File: src/rtl/sb_rv_pkg.sv
// Shared types and defaults for switchbox track ready/valid buffering.
// Track word is 16 data bits plus one stop/control bit.
package sb_rv_pkg;

  localparam int SB_DATA_WIDTH = 17;
  localparam int SB_DEPTH      = 2;

  typedef struct packed {
    logic [15:0] data;
    logic        stop;
  } track_word_t;

  function automatic int cnt_w(input int depth);
    return $clog2(depth) + 1;
  endfunction

endpackage

File: src/rtl/sb_rv_fifo_mem.sv
// Flop-array storage for the track FIFO.
// Registered write port, asynchronous read port, no reset on contents.
module sb_rv_fifo_mem #(
  parameter int DATA_WIDTH = 17,
  parameter int DEPTH      = 2,
  localparam int AW        = $clog2(DEPTH)
) (
  input  logic                  clk,
  input  logic                  we,
  input  logic [AW-1:0]         waddr,
  input  logic [DATA_WIDTH-1:0] wdata,
  input  logic [AW-1:0]         raddr,
  output logic [DATA_WIDTH-1:0] rdata
);

  logic [DATA_WIDTH-1:0] mem [DEPTH];

  // write the addressed entry on an accepted push
  always_ff @(posedge clk) begin
    if (we) begin
      mem[waddr] <= wdata;
    end
  end

  assign rdata = mem[raddr];

endmodule

File: src/rtl/sb_track_rv_fifo.sv
// Switchbox output-track ready/valid stage: registered FIFO or bypass.
// Buffered in_ready depends only on occupancy, breaking the ready path.
module sb_track_rv_fifo
  import sb_rv_pkg::*;
#(
  parameter int DATA_WIDTH = SB_DATA_WIDTH,
  parameter int DEPTH      = SB_DEPTH,
  localparam int CNT_W     = cnt_w(DEPTH)
) (
  input  logic                  clk,
  input  logic                  reset,
  input  logic                  fifo_en,
  input  logic [DATA_WIDTH-1:0] in_data,
  input  logic                  in_valid,
  output logic                  in_ready,
  output logic [DATA_WIDTH-1:0] out_data,
  output logic                  out_valid,
  input  logic                  out_ready,
  output logic [CNT_W-1:0]      count
);

  localparam int AW = $clog2(DEPTH);

  logic [AW-1:0]         wr_ptr;
  logic [AW-1:0]         rd_ptr;
  logic [DATA_WIDTH-1:0] rdata;
  logic                  push;
  logic                  pop;

  assign push = in_valid & in_ready;
  assign pop  = out_valid & out_ready;

  sb_rv_fifo_mem #(
    .DATA_WIDTH(DATA_WIDTH),
    .DEPTH     (DEPTH)
  ) u_mem (
    .clk  (clk),
    .we   (push & fifo_en),
    .waddr(wr_ptr),
    .wdata(in_data),
    .raddr(rd_ptr),
    .rdata(rdata)
  );

  // handshake and data mux: buffered from registers, bypass straight through
  always_comb begin
    in_ready  = 1'b0;
    out_valid = 1'b0;
    out_data  = in_data;
    if (fifo_en) begin
      in_ready  = ~reset & (count < CNT_W'(DEPTH));
      out_valid = ~reset & (count != '0);
      out_data  = rdata;
    end else begin
      in_ready  = ~reset & out_ready;
      out_valid = ~reset & in_valid;
    end
  end

  // pointers and occupancy; cleared by reset and held at 0 in bypass
  always_ff @(posedge clk) begin
    if (reset || !fifo_en) begin
      wr_ptr <= '0;
      rd_ptr <= '0;
      count  <= '0;
    end else begin
      if (push) begin
        wr_ptr <= wr_ptr + AW'(1);
      end
      if (pop) begin
        rd_ptr <= rd_ptr + AW'(1);
      end
      unique case ({push, pop})
        2'b10:   count <= count + CNT_W'(1);
        2'b01:   count <= count - CNT_W'(1);
        default: count <= count;
      endcase
    end
  end

endmodule

File: config.mk
export PLATFORM = sky130hd
export DESIGN_NAME = sb_track_rv_fifo
export DESIGN_NICKNAME = d
export VERILOG_FILES = /design/src/rtl/sb_rv_pkg.sv /design/src/rtl/sb_rv_fifo_mem.sv /design/src/rtl/sb_track_rv_fifo.sv
export SDC_FILE = /design/constraint.sdc
export NUM_CORES = 1
export LEC_CHECK = 0
export BUFFER_PORTS_ARGS = -buffer_cell sky130_fd_sc_hd__buf_4
export CAP_MARGIN = 30
export CORE_ASPECT_RATIO = 1.5
export CORE_UTILIZATION = 45
export CTS_CLUSTER_DIAMETER = 60
export DETAILED_ROUTE_END_ITERATION = 8
export PLACE_DENSITY = 0.71
export SLEW_MARGIN = 20
export SYNTH_ARGS = -nofsm -noshare
export SYNTH_HDL_FRONTEND = slang
export SYNTH_HIERARCHICAL = 1
export SYNTH_SLANG_ARGS = --single-unit
File: constraint.sdc
create_clock -name clk -period 1.84 [get_ports clk]
set_input_delay 0.184 -clock clk [delete_from_list [all_inputs] [get_ports clk]]
set_output_delay 0.184 -clock clk [all_outputs]
set_load 0.05 [all_outputs]
Word-level counts from Yosys, hierarchy flattened
Memory sizes are Yosys's and may differ from the RTL's. A register that Yosys moved wholly into a read port is not among the register bits.
Index checks and enable logic that the tools add are counted.
{"block": "word_totals", "reg_bits": 4, "ram_bits": 34, "in_bits": 22, "output_inout_bits": 21, "wordCells": 31, "n_memories": 1}
{"block": "classes", "n_addsub": 4, "n_lt_le_gt_ge": 1, "n_eq_ne": 2, "mux": 8, "bitwise_logic": 8, "reduce_logical": 4}
{"memory": "u_mem.mem", "depth": 2, "word_bits": 17, "read_ports": 1, "rd_ports_with_merged_regs": 1, "wr": 1, "line": "sb_rv_fifo_mem.sv:16", "text": "logic [DATA_WIDTH-1:0] mem [DEPTH];"}
{"operator": "two-way mux 17 bit", "count": 1}
{"operator": "bitwise AND 1 bit", "count": 7}
{"operator": "two-way mux 1 bit", "count": 6}
{"operator": "case mux 2 bit (2 select lines)", "count": 1}
{"operator": "nonzero test 2 bit", "count": 2}
{"operator": "adder 1 bit (second input constant)", "count": 2}
{"operator": "adder 2 x 1 -> 2 bit (second input constant)", "count": 1}
{"operator": "equality test 2 x 1 -> 1 bit (second input constant)", "count": 1}
{"operator": "equality test 2 bit (second input constant)", "count": 1}
{"operator": "< comparator 2 bit (second input constant)", "count": 1}
{"operator": "subtractor 2 x 1 -> 2 bit (second input constant)", "count": 1}
{"operator": "zero test 1 bit", "count": 1}
{"operator": "logical OR 1 bit", "count": 1}
{"operator": "NOT 1 bit", "count": 1}

Longest topological paths before layout
Gate-level depths: netlist (run 1).
{"block": "logic_depth", "ltp_word": 7, "mapped_depth": 7, "mapped_depth_nobuf": 7}

By module
Netlist (run 1), hierarchy kept.
{"mod": "sb_rv_fifo_mem", "n_inst": 1, "cells_per_inst": 55, "area_each_um2": 1293.7, "seq_area_each_um2": 1021.0}
{"mod": "sb_track_rv_fifo", "n_inst": 1, "cells_per_inst": 47, "area_each_um2": 435.4, "seq_area_each_um2": 80.1}

Worst setup path before layout (run 1)
No wires, ideal clock.
{"block": "synth_timing", "path_type": "register -> register", "startpoint": "reg count[1]", "endpoint": "reg count[1]", "setup_ns": 0.070, "arrival_time_ns": 1.942, "required_ns": 1.770, "path_slack_ns": -0.172, "path_stages_with_launch": 7, "path_buffers": 0, "synth_period_minus_slack_ns": 2.012, "cell_sequence": "dfxtp_1 > inv_1 > mux2i_1 > or3b_2 > ha_1 > or3_1 > a21oi_1"}
{"block": "synth_between", "elab_chain_cells": 6, "word_cells_on_any_way": 14, "cone_classes": "add/sub: 2; order compare: 1; eq/ne: 2; mux: 3; bitwise: 4; reduce/logical: 2"}
{"element": "start: declaration", "line": "sb_track_rv_fifo.sv:19", "text": "output logic [CNT_W-1:0] count"}
{"element": "start signal: assignment", "line": "sb_track_rv_fifo.sv:74", "text": "2'b10: count <= count + CNT_W'(1);"}
{"element": "start signal: assignment", "line": "sb_track_rv_fifo.sv:75", "text": "2'b01: count <= count - CNT_W'(1);"}
{"element": "start signal: assignment", "line": "sb_track_rv_fifo.sv:76", "text": "default: count <= count;"}
{"element": "< comparator 2 bit or nonzero test 2 bit (tied branches)", "line": "sb_track_rv_fifo.sv:51, sb_track_rv_fifo.sv:52"}
{"element": "bitwise AND 1 bit (on tied branches)", "line": "sb_track_rv_fifo.sv:51, sb_track_rv_fifo.sv:52"}
{"element": "two-way mux 1 bit", "line": "sb_track_rv_fifo.sv:50", "text": "if (fifo_en) begin"}
{"element": "bitwise AND 1 bit (on tied branches)", "line": "sb_track_rv_fifo.sv:30, sb_track_rv_fifo.sv:31"}
{"element": "equality test 2 x 1 -> 1 bit or equality test 2 bit (tied branches)", "line": "sb_track_rv_fifo.sv:73", "text": "unique case ({push, pop})"}
{"element": "case mux 2 bit (2 select lines) or nonzero test 2 bit (tied branches)"}
Several ways; a longest one is shown, not always the timed one.
A chain may end at the register's enable or synchronous reset.

Worst setup path in the final report (run 1)
Ends and elaborated chain as after synthesis.

==> summary.md, run 1 <==
| Metric | Value |
|---|---|
| Outcome | `finished clean` |
| Final ANT Viol Nets | `0` |
| Post-DP HPWL | `2190 um` |
| Rows | `27` |
| Total die area | `0.00410 mm2` |
| PortBufs | `42` |
| Layout Cells excl Fill | `around 200` |
| Least-Margin Pin Slew | `0.256 ns` |
| Vias | `1018` |
| Mapped Nets | `125` |
| Root Driver | `clkbuf_8` |
| Vias in the first global route | `a little over 1000` |
| Cell Area, Synth | `0.00173 mm2` |
| Ratio of cells with drive above 1 in the final layout | `0.622` |
| DRC Markers | `0` |
| Period minus WS final | `1.77 ns` |
| Worst Hold Path Cells | `1` |
| Synth warn | `6` |
| CP max stage cell | `or3b_4` |
| GR Util met1 | `0.162` |
| Crit-path cells | `inv_1 > mux2i_1 > or3b_4 > ha_4 > or3_1 > a21oi_1` |
| CTS H-tree depth | `2` |
| Drt pass-1 iters | `3` |
| Post-CTS Setup Bufs | `0` |
| GP Congestion | `0.663` |
| Fmax achieved | `roughly 570 MHz` |
| Worst Setup End Kind | `flop` |
| Core area | `0.00368 mm2` |
| Clock skew | `approximately 0.0045 ns` |
| Wire per inst | `14.8 um` |
| Sequential-to-total area share from yosys stat | `0.637` |
| WHS | `0.0986 ns` |
| Pwr Density | `800 mW/mm2` |
| CTS tree | `yes` |
| Die width | `52.6 um` |
| Antenna violations before repair | `0` |
| First-pass GRT wire length | `4570 um` |
| Distinct cells, synth | `23` |
| Max FO, Critical Path | `7` |
| Hold Path Class | `in -> reg` |
| Hold Startpoint | `in_data[2]` |
| Starting density of the core | `0.470` |
| DIE HEIGHT | `about 78 um` |
| Num CTS Buffers | `5` |
| RSZ-0062 raised after global routing | `false` |
| GR Layer Usage met2 | `0.281` |
| Starting DRT DRC Count | `12` |
| Setup Viol. Count Final | `0` |
| Final period utilization | `0.961` |
| Peak VDD IR | `603 uV` |
| DRT Wirelength | `2940 um` |
| Leakage | `0.859 nW` |
| Max capacitance violation total | `0` |
| Number of diodes | `0` |
| Cells after Synth | `102` |
| Worst endpoint required time | `2.04 ns` |
| Critical Path Start | `count[1]` |
| Largest net degree at the start of global routing | `20` |
| Vias per cell | `5.12` |
| Global route hottest layer | `met2` |
| Reg2reg path depth | `6` |
| Clk slew on worst S/H paths | `around 0.070 ns` |
| CTS Buffer Depth | `2` |
| Relative max-transition margin | `0.824` |
| Number of synthesized register bits | `38` |
| Mean post-synth cell area | `17.0 um2` |
| Latest clock arrival within the worst-skew pair | `0.27 ns` |
| Crit path kind | `reg -> reg` |
| Startpoint Class | `flop` |
| Final max-slew violation count | `0` |
| Layout area overhead | `29.3%` |
| CTS Sinks | `38` |
| Worst EP arrival | `1.97 ns` |
| Max incr delay on CP | `0.40 ns` |
| I/O pin cnt | `43` |
| Final Hold Viols | `0` |
| Dpl cells | `191` |
| Total Nets Final | `between 150 and 200` |
| R2r startpoint | `count[1]` |
| Gr usage total | `0.154` |
| Remaining global-route overflow | `0` |
| Grt met3 use | `0.0314` |
[layer usage]
layer / share of wire / routed length [um]
met1: 0.38 / 1120
met2: 0.57 / 1680
met3: 0.036 / 106
met4: 0.012 / 36
met5: 0 / 0
[Yosys cell counts]
master | n | area share
nand2_1 | 1 | 0.0022
nor2b_1 | 2 | 0.0072
buf_6 | 1 | 0.0065
xnor2_1 | 2 | 0.010
mux2_4 | 10 | 0.087
buf_12 | 1 | 0.012
xor2_1 | 2 | 0.010
or3b_1 | 1 | 0.0051
mux2_2 | 24 | 0.16
a21oi_1 | 1 | 0.0029
dfxtp_1 | 4 | 0.046
ha_1 | 1 | 0.0072
inv_1 | 2 | 0.0043
or3_1 | 1 | 0.0036
mux2i_1 | 1 | 0.0058
o21ai_0 | 3 | 0.0087
nor3b_1 | 1 | 0.0043
edfxtp_1 | 34 | 0.59
and4_1 | 1 | 0.0051
and2_1 | 1 | 0.0036
nor2_1 | 5 | 0.011
buf_2 | 2 | 0.0058
or3b_2 | 1 | 0.0051
[logic make-up after synthesis]
group                      after synthesis  share of synthesized area
AOI/OAI and AO/OA                        4                     0.0116
xor gates and xnor gates                 4                     0.0203
adders and majority gates                1                    0.00723
buffers and inverters                    6                     0.0282
DFF                                     38                      0.637
muxes                                   35                      0.249
and+or+nand+nor                         14                     0.0470
[sequential cells by signal, indices dropped and copies added (netlist names)]
name and flops:
rd_ptr 1, wr_ptr 1, count 2, u_mem/mem 34
[power breakdown]
group | leakage, nW | internal [mW] | switching (mW)
combinational | 0.476 | 0.128 | 0.180
clock | 0.0395 | 0.269 | 0.248
sequential | 0.343 | 0.957 | 0.00731
[through the flow]
stage | setup TNS (ns) | setup slack [ns] | power, mW | instance area [um2] | util
floorplan | 0 | 0.0234 | 1.18 | 1750 | -
global placement | 0 | 0.0825 | 1.28 | 2140 | 0.581
detailed placement | -0.00582 | -0.00582 | 1.29 | 2140 | 0.581
CTS | 0 | 0.0110 | 1.80 | 2220 | 0.603
global route | 0 | 0.0125 | 1.84 | 2240 | 0.607
finish | 0 | 0.0724 | 1.79 | 2240 | 0.607
[final timing paths]
kind,end,slack [ns]
hold / removal,u_mem/mem[0][2],0.1
setup reg to reg,count[1],0.07
hold reg to reg,count[1],0.54
setup / recovery,count[1],0.07
[worst max-delay path, delay by kind of cell, from the launching register on]
kind                       cells  cell delay (ns)
adders and majority gates      1             0.25
buffers and inverters          1             0.07
DFF                            1             0.36
muxes                          1             0.11
and+or+nand+nor                2             0.76
AOI/OAI and AO/OA              1             0.15
[layout make-up]
class	instances	area, um2
tap	43	53.8
inverter	2	7.51
timing repair buffer	50	379
fill	300	1450
sequential	38	1110
multi-input combinational	58	606
clock buffer	8	80.1
[what timing repair did]
| action | CTS | global route |
|---|---|---|
| gates cloned | 0 | 0 |
| endpoints found under the setup margin | 1 | 7 |
| hold buffers | 0 | 0 |
| resized for setup | 1 | 5 |
| pin swaps | 0 | 0 |
[placed cells by master, fill, tap and decap left out, drive strengths merged]
master / Yosys / final
xor2: 2 / 2
xnor2: 2 / 2
and2: 1 / 1
or3b: 2 / 2
and4: 1 / 1
nand2: 1 / 1
edfxtp: 34 / 34
nor3b: 1 / 1
o21ai: 3 / 3
nor2: 5 / 5
inv: 2 / 2
mux2: 34 / 34
buf: 4 / 50
nor2b: 2 / 2
ha: 1 / 1
a21oi: 1 / 1
or3: 1 / 1
mux2i: 1 / 1
dfxtp: 4 / 4
clkbuf: 0 / 8
Note: power is estimated with default switching activity, not from simulation.
==> run 2, diff against run 1 <==
Settings changed: CORE_UTILIZATION 45 to 47, PLACE_DENSITY 0.71 to 0.74.
==> run 2 against run 1 <==
  * Combinational power is essentially flat
  * Die area fell by 4.1%
  * Routed wire length rose by 5.9%
  * Utilization up 4.3 points
  * Register-to-register slack got worse by 0.05 ns
  * Non-clock buffer count grew 1
  * Hold slack worse by 0.0052 ns
  * Sequential cell count unchanged
  * Cell area grew 0.28%
  * Maximum frequency is 2.8% lower
  * Critical path depth increased by 1
  * First-iteration DRC count is 75% higher
  * Critical path type unchanged
  * Largest cell class unchanged
==> summary.md, run 2 (synthesized netlist as in run 1, its figures left out) <==
| Metric | Value |
|---|---|
| Peak VDD IR | `741 uV` |
| Met2 wire len | `between 1500 and 2000 um` |
| Vias per cell | `5.21` |
| Post-DP HPWL | `2280 um` |
| Hold Buf Count CTS | `0` |
| Starting DRT DRC Count | `21` |
| Dpl cells | `190` |
| Top layer in use | `met4` |
| Layout Cells excl Fill | `199` |
| Total Nets Final | `179` |
| GP Congestion | `0.716` |
| Outcome | `finished clean` |
| Pwr Density | `797 mW/mm2` |
| Relative max-transition margin | `0.828` |
| Pwr Total | `1.79 mW` |
| Total die area | `0.00393 mm2` |
| Clk slew on worst S/H paths | `0.07 ns` |
| Setup Viol. Count Final | `0` |
| Ratio of cells with drive above 1 in the final layout | `0.618` |
| Fmax achieved | `550 MHz` |
| DRT Wirelength | `3110 um` |
| Vias in the first global route | `1103` |
| Least-Margin Pin Slew | `0.257 ns` |
| Worst endpoint required time | `2.04 ns` |
| Met1 WL | `roughly 1200 um` |
| Most frequent cells in the layout | `buf_4 (49), edfxtp_1 (34), mux2_2 (24)` |
| Wire per inst | `around 16 um` |
| Hold Path Class | `in -> reg` |
| Final period utilization | `0.988` |
| Antenna violations before repair | `0` |
| Num CTS Buffers | `5` |
| Startpoint Class | `flop` |
| Most common cell after layout, fill and taps aside | `buf_4` |
| Largest net degree at the start of global routing | `13` |
| DRC Markers | `0` |
| Max capacitance violation total | `0` |
| Remaining global-route overflow | `0` |
| Latest clock arrival within the worst-skew pair | `0.28 ns` |
| Drt pass-1 iters | `2` |
| Max reg flops | `34` |
| Leakage | `0.864 nW` |
| CTS tree | `yes` |
| Gr usage total | `0.174` |
| CTS H-tree depth | `2` |
| Root Driver | `clkbuf_8` |
| WHS | `0.0934 ns` |
| Number of diodes | `0` |
| Period minus WS final | `1.82 ns` |
| Core area | `around 0.0034 mm2` |
| First-pass GRT wire length | `between 4000 and 5000 um` |
| Met3 Routed Length | `124 um` |
| Worst EP arrival | `2.02 ns` |
| PortBufs | `42` |
| Die width | `51.5 um` |
| Crit path kind | `reg -> reg` |
| Vias | `1037` |
| Most flops, register | `u_mem/mem` |
| Final Hold Viols | `0` |
| Final ANT Viol Nets | `0` |
| Max FO, Critical Path | `5` |
| DIE HEIGHT | `76.3 um` |
| Placement Cell Area | `roughly 0.0021 mm2` |
| Final max-slew violation count | `0` |
| Finished layout cell area | `0.00224 mm2` |
| Rows | `26` |
| CTS Sinks | `38` |
| CTS Buffer Depth | `2` |
| Starting density of the core | `0.501` |
| I/O pin cnt | `43` |
| Worst Setup End Kind | `flop` |
| Clock skew | `0.00473 ns` |
| Layout area overhead | `29.7%` |
| Top Registers | `u_mem/mem x34, count x2` |
==> run 2: cell types whose count changed in the layout (fill, tap and decap cells not counted), sizes merged <==
cell    delta
buf        +1
clkbuf     -1
clkinv     +1
==> run 2: area by class of cell <==
cell class	count	area (um2)
sequential	38	1110
multi-input combinational	58	602
timing repair buffer	51	390
clock buffer	7	76.3
inverter	2	7.51
fill	279	1210
clock inverter	1	3.75
tap	42	52.6
==> run 2: power breakdown <==
| group | internal [mW] | switching, mW | total [mW] |
|---|---|---|---|
| clock network | 0.263 | 0.249 | 0.512 |
| registers | 0.957 | 0.00739 | 0.964 |
| logic | 0.129 | 0.181 | 0.310 |
==> run 2: final timing paths <==
path	endpoint	cells after the start	slack, ns	from
setup reg to reg	count[1]	7	0.02	count[0]
hold / removal	u_mem/mem[1][0]	1	0.09	in_data[0]
setup / recovery	count[1]	7	0.02	count[0]
hold reg to reg	count[0]	2	0.54	count[0]
==> run 2: what timing repair did <==
action,4_1_cts,5_1_grt
gates cloned,0,0
buffers inserted,0,1
endpoints found under the setup margin,1,8
gates resized for setup,1,5
pin swaps,0,0
==> run 2: critical path, cell delays in order (launching register included) <==
cell	delay (ns)
dfxtp_4	0.36
or3b_1	0.36
o21ai_1	0.16
nor3b_2	0.10
ha_4	0.16
xnor2_1	0.14
or3_1	0.32
a21oi_1	0.14
==> run 2: metal layers <==
metal  track usage  up-vias
met5             0        -
met1         0.179      511
met2         0.321       29
li1              -      492
met3        0.0439        5
met4        0.0649        0
==> run 2: stage by stage <==
step,setup slack (ns),setup TNS [ns],utilization
final,0.0215,0,0.650
after global routing,-0.0349,-0.0349,0.650
after CTS,0.00358,0,0.644
after detailed placement,0.0249,0,0.620
after global placement,0.0770,0,0.620
after floorplan,0.0234,0,-
